File: src/rtl/commit_trace_drain.sv
// commit_trace_drain: receiving end of the commit record stream.
// Compacts up to CW retired-instruction records per cycle, in lane order, into
// an on-chip FIFO and drains them one per cycle to a trace sink over
// valid/ready. Each record carries a 16-bit sequence number so the sink can
// detect drops. Groups that do not fit are dropped whole and counted.
//
// Optional feature macro: NCPU_TRACE_TIMESTAMP_EN adds a free-running 32-bit
// cycle counter and the trc_ts output (push-cycle timestamp per record).
//
// Ports:
//   clk, rst                      clock, asynchronous active-low reset
//   cmt_valid/pc/ins/we/waddr/wdat per-lane commit record (CW lanes, packed)
//   cmt_excp, cmt_excp_vect       exception flush, attached to first record
//   trc_valid, trc_ready          head record handshake
//   trc_pc .. trc_excp_vect       head record fields (combinational from FIFO)
//   trc_seq                       head record sequence number
//   trc_ts                        head record timestamp (macro only)
//   trc_level                     FIFO occupancy
//   trc_ovf, trc_drop_cnt         sticky overflow flag, saturating drop count
module commit_trace_drain #(
  parameter int unsigned CONFIG_DW             = 32,
  parameter int unsigned CONFIG_P_COMMIT_WIDTH = 1,
  parameter int unsigned CONFIG_P_FIFO_DEPTH   = 4,
  parameter int unsigned PC_W                  = 32,
  parameter int unsigned NCPU_INSN_DW          = 32,
  parameter int unsigned NCPU_LRF_AW           = 5
) (
  input  logic                                          clk,
  input  logic                                          rst,
  input  logic [(1<<CONFIG_P_COMMIT_WIDTH)-1:0]              cmt_valid,
  input  logic [PC_W*(1<<CONFIG_P_COMMIT_WIDTH)-1:0]         cmt_pc,
  input  logic [NCPU_INSN_DW*(1<<CONFIG_P_COMMIT_WIDTH)-1:0] cmt_ins,
  input  logic [(1<<CONFIG_P_COMMIT_WIDTH)-1:0]              cmt_we,
  input  logic [NCPU_LRF_AW*(1<<CONFIG_P_COMMIT_WIDTH)-1:0]  cmt_waddr,
  input  logic [CONFIG_DW*(1<<CONFIG_P_COMMIT_WIDTH)-1:0]    cmt_wdat,
  input  logic                                          cmt_excp,
  input  logic [7:0]                                    cmt_excp_vect,
  output logic                                          trc_valid,
  input  logic                                          trc_ready,
  output logic [PC_W-1:0]                               trc_pc,
  output logic [NCPU_INSN_DW-1:0]                       trc_ins,
  output logic                                          trc_we,
  output logic [NCPU_LRF_AW-1:0]                        trc_waddr,
  output logic [CONFIG_DW-1:0]                          trc_wdat,
  output logic                                          trc_excp,
  output logic [7:0]                                    trc_excp_vect,
  output logic [15:0]                                   trc_seq,
`ifdef NCPU_TRACE_TIMESTAMP_EN
  output logic [31:0]                                   trc_ts,
`endif
  output logic [CONFIG_P_FIFO_DEPTH:0]                  trc_level,
  output logic                                          trc_ovf,
  output logic [15:0]                                   trc_drop_cnt
);

  localparam int unsigned CW    = 1 << CONFIG_P_COMMIT_WIDTH;
  localparam int unsigned DEPTH = 1 << CONFIG_P_FIFO_DEPTH;
  localparam int unsigned AW    = CONFIG_P_FIFO_DEPTH;
  localparam int unsigned PW    = CONFIG_P_FIFO_DEPTH + 1;

  // Pointers carry a wrap bit so full and empty are distinguishable.
  logic [PW-1:0] wptr_q, rptr_q;
  logic [15:0]   seq_q;
  logic          ovf_q;
  logic [15:0]   drop_q;

  logic [PW-1:0] level, free_slots, n_rec, run;
  logic [PW-1:0] lane_off [CW];
  logic [CW-1:0] lane_wr, lane_first;
  logic          excp_only, admit, pop;
  logic [16:0]   drop_sum;
  logic [AW-1:0] head;

  // FIFO payload storage (not reset).
  logic [PC_W-1:0]         mem_pc    [DEPTH];
  logic [NCPU_INSN_DW-1:0] mem_ins   [DEPTH];
  logic                    mem_we    [DEPTH];
  logic [NCPU_LRF_AW-1:0]  mem_waddr [DEPTH];
  logic [CONFIG_DW-1:0]    mem_wdat  [DEPTH];
  logic                    mem_excp  [DEPTH];
  logic [7:0]              mem_vect  [DEPTH];
  logic [15:0]             mem_seq   [DEPTH];

`ifdef NCPU_TRACE_TIMESTAMP_EN
  logic [31:0] ts_q;
  logic [31:0] mem_ts [DEPTH];
`endif

  // Group sizing, lane-order compaction offsets and admission decision.
  always_comb begin
    run        = '0;
    lane_wr    = '0;
    lane_first = '0;
    for (int l = 0; l < CW; l++) begin
      lane_off[l] = run;
      if (cmt_valid[l]) begin
        lane_wr[l] = 1'b1;
        run        = run + PW'(1);
      end
    end
    // An exception with no retiring lane still produces one record from lane 0.
    excp_only = cmt_excp & ~(|cmt_valid);
    if (excp_only) begin
      lane_wr[0] = 1'b1;
      n_rec      = PW'(1);
    end else begin
      n_rec      = run;
    end
    for (int l = 0; l < CW; l++) begin
      lane_first[l] = lane_wr[l] && (lane_off[l] == '0);
    end
    level      = wptr_q - rptr_q;
    free_slots = PW'(DEPTH) - level;
    // Space is judged before this cycle's pop.
    admit      = (n_rec <= free_slots);
    pop        = trc_valid & trc_ready;
    drop_sum   = {1'b0, drop_q} + 17'(n_rec);
  end

  // Pointer, sequence and drop bookkeeping.
  always_ff @(posedge clk or negedge rst) begin
    if (!rst) begin
      wptr_q <= '0;
      rptr_q <= '0;
      seq_q  <= '0;
      ovf_q  <= 1'b0;
      drop_q <= '0;
    end else begin
      seq_q <= seq_q + 16'(n_rec);
      if (admit) begin
        wptr_q <= wptr_q + n_rec;
      end else begin
        ovf_q  <= 1'b1;
        drop_q <= drop_sum[16] ? 16'hFFFF : drop_sum[15:0];
      end
      if (pop) begin
        rptr_q <= rptr_q + PW'(1);
      end
    end
  end

`ifdef NCPU_TRACE_TIMESTAMP_EN
  // Free-running cycle counter used to stamp pushes.
  always_ff @(posedge clk or negedge rst) begin
    if (!rst) ts_q <= '0;
    else      ts_q <= ts_q + 32'd1;
  end
`endif

  // Payload write: each admitted lane lands at wptr + its compacted offset.
  always_ff @(posedge clk) begin
    if (admit) begin
      for (int l = 0; l < CW; l++) begin
        if (lane_wr[l]) begin
          mem_pc   [AW'(wptr_q + lane_off[l])] <= cmt_pc[l*PC_W +: PC_W];
          mem_ins  [AW'(wptr_q + lane_off[l])] <= cmt_ins[l*NCPU_INSN_DW +: NCPU_INSN_DW];
          mem_we   [AW'(wptr_q + lane_off[l])] <= cmt_we[l] & cmt_valid[l];
          mem_waddr[AW'(wptr_q + lane_off[l])] <= cmt_waddr[l*NCPU_LRF_AW +: NCPU_LRF_AW];
          mem_wdat [AW'(wptr_q + lane_off[l])] <= cmt_wdat[l*CONFIG_DW +: CONFIG_DW];
          mem_excp [AW'(wptr_q + lane_off[l])] <= cmt_excp & lane_first[l];
          mem_vect [AW'(wptr_q + lane_off[l])] <= (cmt_excp & lane_first[l]) ? cmt_excp_vect : 8'h00;
          mem_seq  [AW'(wptr_q + lane_off[l])] <= seq_q + 16'(lane_off[l]);
`ifdef NCPU_TRACE_TIMESTAMP_EN
          mem_ts   [AW'(wptr_q + lane_off[l])] <= ts_q;
`endif
        end
      end
    end
  end

  // Head record presentation.
  assign head          = rptr_q[AW-1:0];
  assign trc_valid     = (level != '0);
  assign trc_pc        = mem_pc[head];
  assign trc_ins       = mem_ins[head];
  assign trc_we        = mem_we[head];
  assign trc_waddr     = mem_waddr[head];
  assign trc_wdat      = mem_wdat[head];
  assign trc_excp      = mem_excp[head];
  assign trc_excp_vect = mem_vect[head];
  assign trc_seq       = mem_seq[head];
`ifdef NCPU_TRACE_TIMESTAMP_EN
  assign trc_ts        = mem_ts[head];
`endif
  assign trc_level     = level;
  assign trc_ovf       = ovf_q;
  assign trc_drop_cnt  = drop_q;

endmodule

File: config.mk
export PLATFORM = sky130hd
export DESIGN_NAME = commit_trace_drain
export DESIGN_NICKNAME = d
export VERILOG_FILES = /design/src/rtl/commit_trace_drain.sv
export SDC_FILE = /design/constraint.sdc
export NUM_CORES = 2
export LEC_CHECK = 0
export ABC_AREA = 0
export BUFFER_PORTS_ARGS = -buffer_cell sky130_fd_sc_hd__buf_2
export CORE_MARGIN = 4
export CORE_UTILIZATION = 45
export DETAILED_ROUTE_END_ITERATION = 16
export GPL_TIMING_DRIVEN = 0
export HOLD_SLACK_MARGIN = 0.1
export PLACE_DENSITY = 0.59
export SETUP_SLACK_MARGIN = 0.3
export SYNTH_ARGS = -nofsm -noshare
export SYNTH_HDL_FRONTEND = slang
export SYNTH_SLANG_ARGS = --single-unit
File: constraint.sdc
create_clock -name clk -period 44.8 [get_ports clk]
set_clock_uncertainty 0.05 [all_clocks]
set_input_delay 13.44 -clock clk [delete_from_list [all_inputs] [get_ports clk]]
set_output_delay 13.44 -clock clk [all_outputs]
set_load 0.05 [all_outputs]
==> run metrics <==
Period minus WS final=19.15 ns; Chip Width=491 µm; async set-or-reset flop fraction in the synthesized netlist=2.07%; post-CTS setup buffers=0; cell depth of the worst hold path=1; Finish-stage setup viols=0; CTS Hold Bufs=0; critical path arrival=19.66 ns; DRC Markers=0; drt total wl=368,000 µm; Area Growth Syn to Fin=16.1%; starting density of the core=45.2%; row count=177; simple-gate share of the synthesized area=2.49%; predominant post-synthesis flop cell=edfxtp_1; Sw Pwr=0.00362 W; crit-path max FO=18; status=complete, but fails checks; first-pass GRT wire length=513,000 µm; Hold Slack=0.450 ns; Pins Over Slew Limit=10; initial antenna violation count=88; CTS root buf=clkbuf_16; Worst-path clk slew=0.06 ns; sequential power share=32.2%; vias post-DR=64,700; post-synthesis adder-cell area fraction=0.338%; input/output buffers=367; core area=233,000 µm²; VDD IR max=0.0842 mV; post-CTS sizing=0; # IOs=368; grt total ovfl=0; CP required=45.31 ns; number of global-route vias before repair=65,600; Slew HR=-0.0789%; Syn Area/Cell=17.3 µm²; Internal=0.00526 W; TritonCTS clock tree=yes; Max Cap Viol=1; largest net degree at the start of global routing=44; area share of xor/xnor cells in the synthesized design=2.07%; worst skew pair latency=0.89 ns; Net count, final=7,202; Post-synth EDFFs=2,032; Filler cells=19,000; Die H=491 µm; failing checks=capacitance limit, slew limit; Placement Setup Slack=24.95 ns; die area=241,000 µm²; H-tree levels=4; post-synth net total=6,313; critical path endpoint category=register; FMAX=52.2 MHz; Worst Reg2Reg Path Length in Cells=20; Final Cycle Share=42.7%; Syn. warnings=0; hold crit path type=reg2reg; DRT iter0 DRCs=8,194; Routed Antenna Nets=0; RSZ-0062 raised after global routing=false; leakage power=41.4 nW; post-synthesis cell count=6,069; post-synthesis cell type count=62; largest family of logic cells by synthesized area=multiplexers; final count of hold timing violations=0; all-layer global routing usage=30.0%; DR vias/cell=6.32; Mapped Area=105,000 µm²; register area share after synthesis=59.1%; Power per Cell Area=72.8 nW/µm²; Max clock buf depth=3; Detailed Place HPWL=250,000 µm; Net Sw Frac=40.8%; CP Launch Type=primary input; CTS buffer count=228; post-synthesis mux area share=32.3%; final worst setup slack=25.65 ns; kind of critical path=in2reg; share of cells above drive strength 1=46.7%; Sink Count=2,075; Pre-antenna DRT Iters=7; routability cong.=0.858; Yosys reg bits=2,075; Clk pwr share=20.4%; DR WL/cell=35.9 µm; Compound-Gate Fraction of Synth Area=0.617%; Least-Margin Pin Slew=1.50 ns; Logic pwr share=47.4%
==> synthesized netlist by cell type, types with 67 or more instances <==
cell type,instances,area share [%]
nand2_1,100,0.36
mux2_1,162,1.7
clkbuf_1,390,1.4
mux2_2,1494,16
xor2_1,121,1.0
nor3_1,138,0.66
xnor2_1,127,1.1
o21ai_0,67,0.32
nand3_1,160,0.76
mux2i_1,104,0.99
buf_2,103,0.49
mux4_2,635,14
edfxtp_1,2032,58
buf_1,84,0.30
==> worst max-delay path, stage by stage <==
cell and delay, ns:
buf_2 0.28, inv_1 0.19, ha_1 0.29, a21o_1 0.34, inv_1 0.11, ha_1 0.15, nor2b_1 0.04, o211ai_1 0.40
a2111oi_0 0.17, buf_4 0.27, nor4_4 1.22, buf_2 0.64, clkbuf_1 0.67, o21bai_4 0.40, buf_12 0.26, buf_12 0.21
buf_16 0.20, buf_12 0.23
==> final timing paths <==
path	from	end	slack, ns
worst max-delay path	cmt_valid[1]	mem_pc[11][14]	25.65
worst min-delay path	trc_ovf	trc_ovf	0.45
worst max register to register	rptr_q[1]	mem_pc[11][14]	35.79
worst min register to register	trc_ovf	trc_ovf	0.45
max in group asynchronous	rst	wptr_q[1]	31.19
min in group asynchronous	rst	trc_drop_cnt[3]	12.75
==> power by group through the flow <==
stage | clock network (W) | registers [W] | logic [W]
floorplan | 0 | 0.00305 | 0.00246
global placement | 0 | 0.00344 | 0.00386
detailed placement | 0 | 0.00290 | 0.00418
CTS | 0.00183 | 0.00286 | 0.00419
global route | 0.00191 | 0.00289 | 0.00432
finish | 0.00181 | 0.00286 | 0.00420
==> metrics by stage <==
stage / cell area (µm²) / cells / utilization (%) / power, W / setup TNS, ns
final: 122000 / 10200 / 52.5 / 0.00888 / 0
after detailed placement: 115000 / 9770 / 49.4 / 0.00708 / 0
after global routing: 122000 / 10200 / 52.4 / 0.00912 / 0
after CTS: 122000 / 10200 / 52.4 / 0.00888 / 0
after global placement: 111000 / 9479 / 47.6 / 0.00729 / -5182.49
after floorplan: 105000 / 6069 / - / 0.00552 / 0
==> state kept, by name (all words and copies together), names as in the netlist, 16 cells and up <==
signal,flops
seq_q,16
mem_waddr,80
mem_vect,128
mem_we,16
mem_seq,256
mem_wdat,512
mem_excp,16
mem_ins,512
mem_pc,512
trc_drop_cnt,16
==> cells by family after synthesis <==
group	Yosys count
DFF	2075
AOI/OAI and AO/OA	111
and+or+nand+nor	519
xor gates and xnor gates	248
adders and majority gates	26
muxes	2395
buffers and inverters	695
==> layout make-up <==
| class | instances | area, µm² | share of cell area [%] |
|---|---|---|---|
| Sequential cell | 2075 | 62100 | 50.9 |
| Multi-Input combinational cell | 3299 | 40000 | 32.8 |
| Clock buffer | 301 | 6080 | 4.99 |
| Timing Repair Buffer | 659 | 5770 | 4.72 |
| Tap cell | 3043 | 3810 | 3.12 |
| Buffer | 672 | 3170 | 2.60 |
| Clock inverter | 111 | 892 | 0.731 |
| Antenna cell | 55 | 138 | 0.113 |
| Inverter | 23 | 86.3 | 0.0708 |
==> layer usage <==
metal | GRT usage, % | part of all wire, % | up-vias | wire length (µm)
met5 | 0 | 0.033 | - | 120
met4 | 10.7 | 3.7 | 18 | 13800
met3 | 6.75 | 9.5 | 688 | 34900
met2 | 46.1 | 46 | 3558 | 169000
met1 | 42.1 | 41 | 34300 | 150000
li1 | - | - | 26100 | -
==> cells in the final DEF, fill, tap and decap left out, types with 104 or more instances in the layout <==
master	Yosys	final
mux2_2	1494	1494
clkbuf_1	390	443
xnor2_1	127	127
mux2i_1	104	104
buf_2	103	479
mux2_1	162	162
clkbuf_16	0	232
edfxtp_1	2032	2032
nand3_1	160	160
mux4_2	635	635
nor3_1	138	138
buf_4	63	202
xor2_1	121	121
No activity file was read; power rests on OpenSTA's default activity.
